<file path="config.mk">
export PLATFORM = sky130hd
export DESIGN_NAME = adpcm_chan_sched
export DESIGN_NICKNAME = d
export VERILOG_FILES = /design/src/rtl/adpcm_pkg.sv /design/src/rtl/adpcm_rr_arbiter.sv /design/src/rtl/adpcm_chan_sched.sv
export SDC_FILE = /design/constraint.sdc
export NUM_CORES = 1
export LEC_CHECK = 0
export CAP_MARGIN = 0
export CORE_UTILIZATION = 45
export DETAILED_ROUTE_END_ITERATION = 8
export GPL_TIMING_DRIVEN = 0
export HOLD_SLACK_MARGIN = 0.02
export PLACE_DENSITY = 0.75
export SKIP_LAST_GASP = 1
export SYNTH_ARGS = -nofsm -noshare
export SYNTH_HDL_FRONTEND = slang
export SYNTH_SLANG_ARGS = --single-unit
export TNS_END_PERCENT = 30
</file>
<file path="constraint.sdc">
create_clock -name clock -period 4.9 [get_ports clock]
set_clock_uncertainty 0.1 [all_clocks]
set_input_delay 0.98 -clock clock [delete_from_list [all_inputs] [get_ports clock]]
set_output_delay 0.98 -clock clock [all_outputs]
set_load 0.01 [all_outputs]
</file>
<file path="src/rtl/adpcm_pkg.sv">
// adpcm_pkg: shared definitions for the multi-channel ADPCM scheduler.
//   state_t       - scheduler FSM states
//   STEP_IDX_MAX  - upper bound of the IMA step index
//   DEC_TIMEOUT   - cycles tolerated in WAIT before flagging a decoder timeout
//   adapt_index() - IMA step-index adaptation with saturation to 0..STEP_IDX_MAX
package adpcm_pkg;

  typedef enum logic [2:0] {
    ST_IDLE,
    ST_LOAD,
    ST_SETTLE,
    ST_DECODE,
    ST_WAIT,
    ST_STORE
  } state_t;

  localparam int          STEP_IDX_MAX = 88;
  localparam int unsigned DEC_TIMEOUT  = 4;

  function automatic logic [6:0] adapt_index(input logic [6:0] idx, input logic [3:0] nib);
    int sum;
    case (nib[2:0])
      3'd4:    sum = int'(idx) + 2;
      3'd5:    sum = int'(idx) + 4;
      3'd6:    sum = int'(idx) + 6;
      3'd7:    sum = int'(idx) + 8;
      default: sum = int'(idx) - 1;
    endcase
    if (sum < 0) begin
      sum = 0;
    end else if (sum > STEP_IDX_MAX) begin
      sum = STEP_IDX_MAX;
    end
    return 7'(sum);
  endfunction

endpackage

</file>
<file path="src/rtl/adpcm_rr_arbiter.sv">
// adpcm_rr_arbiter: NUM_CH-way round-robin arbiter.
//   req       - per-channel request
//   accept    - grant is taken this cycle; pointer moves to the granted channel
//   grant     - one-hot grant (combinational)
//   grant_idx - index of the granted channel
//   grant_vld - some request is granted
// Search starts at the channel after the last accepted one; the pointer
// resets to NUM_CH-1 so channel 0 is first.
module adpcm_rr_arbiter #(
  parameter int unsigned NUM_CH = 4,
  parameter int unsigned CH_W   = 2
) (
  input  logic              clock,
  input  logic              reset,
  input  logic [NUM_CH-1:0] req,
  input  logic              accept,
  output logic [NUM_CH-1:0] grant,
  output logic [CH_W-1:0]   grant_idx,
  output logic              grant_vld
);

  logic [CH_W-1:0] ptr_q, ptr_d;
  int unsigned     cand;
  logic [CH_W-1:0] cand_idx;

  always_comb begin
    grant     = '0;
    grant_idx = '0;
    grant_vld = 1'b0;
    cand      = 0;
    cand_idx  = '0;
    for (int unsigned i = 1; i <= NUM_CH; i++) begin
      cand     = (32'(ptr_q) + i) % NUM_CH;
      cand_idx = CH_W'(cand);
      if (!grant_vld && req[cand_idx]) begin
        grant_vld       = 1'b1;
        grant_idx       = cand_idx;
        grant[cand_idx] = 1'b1;
      end
    end
  end

  always_comb begin
    ptr_d = ptr_q;
    if (accept && grant_vld) begin
      ptr_d = grant_idx;
    end
  end

  always_ff @(posedge clock) begin
    if (!reset) begin
      ptr_q <= CH_W'(NUM_CH - 1);
    end else begin
      ptr_q <= ptr_d;
    end
  end

endmodule

</file>
<file path="src/rtl/adpcm_chan_sched.sv">
// adpcm_chan_sched: time-shares one IMA ADPCM decoder core between NUM_CH
// channels, keeping a predictor/step-index context per channel.
//   clock, reset          - rising-edge clock, synchronous active-low reset
//   chPCM/chValid/chReady - per-channel nibble input, one-hot accept pulse
//   cfg*                  - direct context write (wins over a pending STORE)
//   dec*                  - decoder core load/decode drive and result return
//   outSamp/outChan/outValid - channel-tagged decoded sample, 1-cycle pulse
//   err                   - sticky decoder timeout flag
module adpcm_chan_sched
  import adpcm_pkg::*;
#(
  parameter int unsigned NUM_CH = 4,
  parameter int unsigned CH_W   = 2
) (
  input  logic                clock,
  input  logic                reset,
  input  logic [4*NUM_CH-1:0] chPCM,
  input  logic [NUM_CH-1:0]   chValid,
  output logic [NUM_CH-1:0]   chReady,
  input  logic                cfgWrite,
  input  logic [CH_W-1:0]     cfgChan,
  input  logic [15:0]         cfgPredict,
  input  logic [6:0]          cfgIndex,
  output logic [3:0]          decPCM,
  output logic                decValid,
  output logic [15:0]         decPredictSamp,
  output logic [6:0]          decStepIndex,
  output logic                decStateLoad,
  input  logic [15:0]         decSamp,
  input  logic                decOutValid,
  output logic [15:0]         outSamp,
  output logic [CH_W-1:0]     outChan,
  output logic                outValid,
  output logic                err
);

  state_t state_q, state_d;

  logic [15:0]     ctx_pred_q [NUM_CH];
  logic [15:0]     ctx_pred_d [NUM_CH];
  logic [6:0]      ctx_idx_q  [NUM_CH];
  logic [6:0]      ctx_idx_d  [NUM_CH];

  logic [CH_W-1:0] chan_q, chan_d;
  logic [3:0]      nib_q, nib_d;
  logic [6:0]      idx_new_q, idx_new_d;
  logic [2:0]      wait_cnt_q, wait_cnt_d;
  logic            cfg_hit_q, cfg_hit_d;
  logic [15:0]     out_samp_q, out_samp_d;
  logic [CH_W-1:0] out_chan_q, out_chan_d;
  logic            out_valid_q, out_valid_d;
  logic            err_q, err_d;

  logic [NUM_CH-1:0] arb_grant;
  logic [CH_W-1:0]   arb_idx;
  logic              arb_vld;
  logic              arb_accept;
  logic              take;
  logic              timeout;

  adpcm_rr_arbiter #(
    .NUM_CH (NUM_CH),
    .CH_W   (CH_W)
  ) u_arb (
    .clock     (clock),
    .reset     (reset),
    .req       (chValid),
    .accept    (arb_accept),
    .grant     (arb_grant),
    .grant_idx (arb_idx),
    .grant_vld (arb_vld)
  );

  assign timeout = (state_q == ST_WAIT) && !decOutValid &&
                   (wait_cnt_q == 3'(DEC_TIMEOUT - 1));

  always_ff @(posedge clock) begin
    if (!reset) begin
      state_q <= ST_IDLE;
    end else begin
      state_q <= state_d;
    end
  end

  // STORE also arbitrates so the next grant lands 6 cycles after the last.
  always_comb begin
    state_d = state_q;
    unique case (state_q)
      ST_IDLE:   if (take) state_d = ST_LOAD;
      ST_LOAD:   state_d = ST_SETTLE;
      ST_SETTLE: state_d = ST_DECODE;
      ST_DECODE: state_d = ST_WAIT;
      ST_WAIT: begin
        if (decOutValid) begin
          state_d = ST_STORE;
        end else if (timeout) begin
          state_d = ST_IDLE;
        end
      end
      ST_STORE:  state_d = take ? ST_LOAD : ST_IDLE;
      default:   state_d = ST_IDLE;
    endcase
  end

  always_comb begin
    arb_accept     = reset && ((state_q == ST_IDLE) || (state_q == ST_STORE));
    take           = arb_accept && arb_vld;
    chReady        = arb_accept ? arb_grant : '0;
    decStateLoad   = 1'b0;
    decPredictSamp = '0;
    decStepIndex   = '0;
    decValid       = 1'b0;
    decPCM         = '0;
    if (state_q == ST_LOAD) begin
      decStateLoad   = 1'b1;
      decPredictSamp = ctx_pred_q[chan_q];
      decStepIndex   = ctx_idx_q[chan_q];
    end
    if (state_q == ST_DECODE) begin
      decValid = 1'b1;
      decPCM   = nib_q;
    end
  end

  always_comb begin
    chan_d      = chan_q;
    nib_d       = nib_q;
    idx_new_d   = idx_new_q;
    wait_cnt_d  = '0;
    cfg_hit_d   = cfg_hit_q;
    out_valid_d = 1'b0;
    out_samp_d  = out_samp_q;
    out_chan_d  = out_chan_q;
    err_d       = err_q | timeout;
    ctx_pred_d  = ctx_pred_q;
    ctx_idx_d   = ctx_idx_q;

    if (take) begin
      chan_d    = arb_idx;
      cfg_hit_d = 1'b0;
      for (int unsigned c = 0; c < NUM_CH; c++) begin
        if (arb_idx == CH_W'(c)) begin
          nib_d = chPCM[4*c +: 4];
        end
      end
    end else if ((state_q != ST_IDLE) && cfgWrite && (cfgChan == chan_q)) begin
      cfg_hit_d = 1'b1;
    end

    if (state_q == ST_DECODE) begin
      idx_new_d = adapt_index(ctx_idx_q[chan_q], nib_q);
    end

    if (state_q == ST_WAIT) begin
      if (decOutValid) begin
        out_valid_d = 1'b1;
        out_samp_d  = decSamp;
        out_chan_d  = chan_q;
      end else begin
        wait_cnt_d = wait_cnt_q + 3'd1;
      end
    end

    // out_samp_q still holds the decoded sample during STORE; a config write
    // to the same entry in the same cycle is applied last and therefore wins.
    if ((state_q == ST_STORE) && !cfg_hit_q) begin
      ctx_pred_d[chan_q] = out_samp_q;
      ctx_idx_d[chan_q]  = idx_new_q;
    end
    if (cfgWrite) begin
      ctx_pred_d[cfgChan] = cfgPredict;
      ctx_idx_d[cfgChan]  = cfgIndex;
    end
  end

  always_ff @(posedge clock) begin
    if (!reset) begin
      for (int unsigned c = 0; c < NUM_CH; c++) begin
        ctx_pred_q[c] <= '0;
        ctx_idx_q[c]  <= '0;
      end
      chan_q      <= '0;
      nib_q       <= '0;
      idx_new_q   <= '0;
      wait_cnt_q  <= '0;
      cfg_hit_q   <= 1'b0;
      out_samp_q  <= '0;
      out_chan_q  <= '0;
      out_valid_q <= 1'b0;
      err_q       <= 1'b0;
    end else begin
      ctx_pred_q  <= ctx_pred_d;
      ctx_idx_q   <= ctx_idx_d;
      chan_q      <= chan_d;
      nib_q       <= nib_d;
      idx_new_q   <= idx_new_d;
      wait_cnt_q  <= wait_cnt_d;
      cfg_hit_q   <= cfg_hit_d;
      out_samp_q  <= out_samp_d;
      out_chan_q  <= out_chan_d;
      out_valid_q <= out_valid_d;
      err_q       <= err_d;
    end
  end

  assign outSamp  = out_samp_q;
  assign outChan  = out_chan_q;
  assign outValid = out_valid_q;
  assign err      = err_q;

endmodule

</file>
==> results.md <==
- Routed len/inst: 18.51 µm
- H-tree depth: 4
- Max-cap violations: 0
- Routed via count: 6650
- Gr usage total: 25.27%
- Peak Freq: 215.4 MHz
- Hold_sp: wait_cnt_q[0]$_SDFF_PP0_
- Placed instance area: 0.009087 mm²
- FF-to-FF End: u_arb.ptr_q[0]$_SDFFE_PN1P_
- TritonCTS clock tree: done
- Worst path slowest cell: clkdlybuf4s50_1
- Post-CTS setup repair buffer count: 0
- Final setup fails: 0
- Crit path time final: 4642 ps
- Reg2reg path depth: 10
- Largest net degree at the start of global routing: 17
- Die X: 132.3 µm
- CP arrival: 3560 ps
- Reg2Reg Setup Slack: 1690 ps
- Hold path depth: 1
- Maximum fanout along the worst path: 10
- Post-Route Setup TNS: 0 ps
- PortBufs: 117
- Register area: 0.002683 mm²
- Area taken by multi-input logic gates: 0.004664 mm²
- Req. time, crit path: 3820 ps
- Fillcell total: 1472
- Worst skew pair latency: 420 ps
- # diodes: 0
- WL final: 21.64 mm
- Yosys cell types: 52
- Average size of a mapped cell: 9.551 µm²
- Post-DP HPWL: 14.78 mm
- CTS Hold Bufs: 0
- Final Hold Vio Count: 0
- Async S/R FF share, synth: 0%
- Launch point of the worst reg-to-reg path: u_arb.ptr_q[0]$_SDFFE_PN1P_
- Yosys Warn Count: 0
- RSZ-0062 raised after global routing: no
- Synth Net Count: 883
- Effective utilization at floorplan: 46.08%
- Leakage power: 5.034 nW
- Nets: 1019
- P per Cell Area: 412.8 mW/mm²
- Crit end category: primary output
- Final Instance Area: 0.009698 mm²
- Tcrit/Tclk final: 94.73%
- Die Area: 0.01750 mm²
- Layout area overhead: 26.92%
- Antenna violations before repair: 0
- EDFF count, synth: 0
- Vias in the first global route: 6420
- Rows: 47
- Hold Crit Class: reg -> reg
- Normalized max-slew margin: 38.67%
- Primary FF master, synth: dfxtp_1
- Worst-Margin Slew: 919.9 ps
- Post-DRT Antenna Nets: 0
- Crit-path cells: buf_2, inv_1, ha_2, mux4_2, buf_2, or2_2, nor3_4, a221oi_1, nor2_1, clkdlybuf4s50_1
- Remaining DRCs: 0
- Clk sinks: 134
- Clock transition at the registers of the reported paths: 60 ps
- Global-route wire length before repair: 34.36 mm
- Flops & latches, synth: 134
- Clock buffer depth: 2
- Hold EP: wait_cnt_q[0]$_SDFF_PP0_
- Total grt overflow: 0
- DR vias/cell: 5.689
- Drt pass-1 iters: 5
- Die Ht: 132.3 µm
- Post-synthesis cell count: 800
- Core ar.: 0.01658 mm²
- Sequential area share after synthesis: 35.11%
- Setup CP Type: reg -> out
- Share of cells above drive strength 1: 8.957%
- Iteration-0 DRC Markers: 516
- Cell mode on critical path: buf_2
- Status: finished clean
- Final Max Tran Viols: 0
- Crit-path max cell delay: 550 ps
- Root Driver: clkbuf_16
- CP Launch Type: register
- Gpl congestion: 0.7987
- VDD IR max: 0.2548 mV
- IO Pins: 118
- Synth Cell Area: 0.007641 mm²
- Total clock buffers created by CTS: 17
[cells by family after synthesis]
logic type	Yosys count	share of synthesized area, %
buffers and inverters	75	4.028
AOI/OAI and AO/OA	167	19.01
muxes	135	22.01
xor gates and xnor gates	12	1.375
DFF	134	35.11
and+or+nand+nor	259	15.43
adders and majority gates	18	3.046
[sequential cells by signal, summed over array words and instances (netlist names)]
| register | flops |
|---|---|
| ctx_pred_q | 64 |
| ctx_idx_q | 28 |
| outSamp | 16 |
| idx_new_q | 7 |
| nib_q | 4 |
| state_q | 3 |
| wait_cnt_q | 3 |
| chan_q | 2 |
| outChan | 2 |
| u_arb.ptr_q | 2 |
| cfg_hit_q | 1 |
| err | 1 |
| outValid | 1 |
[how the worst max path moves through the flow]
stage                            end                         from  depth (start not counted)
after floorplan           chReady[0]  u_arb.ptr_q[1]$_SDFFE_PN1P_                          9
after global placement    chReady[1]                   chValid[2]                          8
after detailed placement  chReady[1]                   chValid[2]                          8
after CTS                 chReady[1]  u_arb.ptr_q[1]$_SDFFE_PN1P_                         10
after global routing      chReady[3]  u_arb.ptr_q[0]$_SDFFE_PN1P_                         10
final                     chReady[3]  u_arb.ptr_q[0]$_SDFFE_PN1P_                         10
[Yosys cell counts, drive strengths merged (3+ instances only)]
| cell | instances | area [µm²] |
|---|---|---|
| nand2 | 153 | 574.3 |
| dfxtp | 134 | 2683 |
| mux2i | 105 | 1051 |
| o211a | 94 | 940.9 |
| clkbuf | 40 | 150.1 |
| nor2 | 28 | 105.1 |
| mux4 | 26 | 585.6 |
| nor2b | 24 | 150.1 |
| buf | 22 | 108.9 |
| a21boi | 19 | 142.6 |
| ha | 17 | 212.7 |
| o21ai | 14 | 73.82 |
| a21oi | 13 | 72.57 |
| inv | 13 | 48.80 |
| nor3 | 9 | 45.04 |
| and2 | 8 | 50.05 |
| nand3 | 7 | 35.03 |
| xnor2 | 7 | 61.31 |
| nand2b | 6 | 37.54 |
| nand3b | 5 | 37.54 |
| xor2 | 5 | 43.79 |
| a221oi | 4 | 35.03 |
| a22oi | 4 | 30.03 |
| mux2 | 4 | 45.04 |
| nor3b | 4 | 30.03 |
| o221ai | 4 | 35.03 |
| or2 | 3 | 18.77 |
[where the power goes]
part | internal (mW) | switching, mW
sequential | 1.19 | 0.0819
clock | 0.789 | 0.499
combinational | 0.642 | 0.802
total | 2.62 | 1.38
[worst max-delay path: cells and delay by family (launching register included)]
kind / cells / cell delay (ps)
flops: 1 / 410
buf+inv: 4 / 1160
mux: 1 / 300
compound gates: 1 / 120
simple gates: 3 / 720
fa+ha+maj: 1 / 420
[cell type report]
class / count / share of cell area [%]
Multi-Input combinational cell: 591 / 48.10
Clock inverter: 11 / 1.277
Timing Repair Buffer: 117 / 12.08
Clock buffer: 21 / 4.851
Inverter: 13 / 0.5032
Buffer: 62 / 2.696
Sequential cell: 134 / 27.66
Tap cell: 220 / 2.838
[per-stage QoR]
stage / hold WS [ps] / utilization, % / instances / power (mW) / setup slack [ps]
after floorplan: 298.9 / - / 800 / 2.272 / 1258
after global placement: 310.8 / 54.80 / 1137 / 2.694 / 94.83
after detailed placement: 317.8 / 54.80 / 1137 / 2.713 / 65.19
after CTS: 325.7 / 58.41 / 1169 / 3.999 / 87.26
after global routing: 368.5 / 58.48 / 1169 / 4.218 / 36.86
final: 328.3 / 58.48 / 1169 / 4.003 / 258.0
[cell usage in the layout (no fill, tap or decap), types with 5 or more instances in the layout]
cell type / instances
nor2_1: 28
buf_1: 10
o211a_1: 94
clkbuf_1: 40
nor3_1: 8
o21ai_0: 7
ha_1: 16
nand3b_1: 5
buf_2: 9
xnor2_1: 7
inv_1: 13
a21boi_0: 19
clkbuf_16: 17
clkdlybuf4s50_1: 117
mux4_2: 26
o21ai_1: 6
nand2b_1: 6
nor2b_1: 24
nand2_1: 153
a21oi_1: 11
and2_1: 8
dfxtp_1: 134
xor2_1: 5
mux2i_1: 105
nand3_1: 7
[repair_timing]
action | CTS | global route
resized for setup | 1 | 5
endpoints found under the setup margin | 4 | 8
endpoints found under the hold margin | 0 | 0
[routing by layer]
layer | track usage (%) | wire length (µm) | vias to the layer above
met5 | 0 | 0 | -
met1 | 33.28 | 9718 | 3190
li1 | - | - | 3185
met4 | 9.259 | 452 | 0
met2 | 41.12 | 10120 | 240
met3 | 4.883 | 1342 | 35
(Power assumes the default switching activity.)
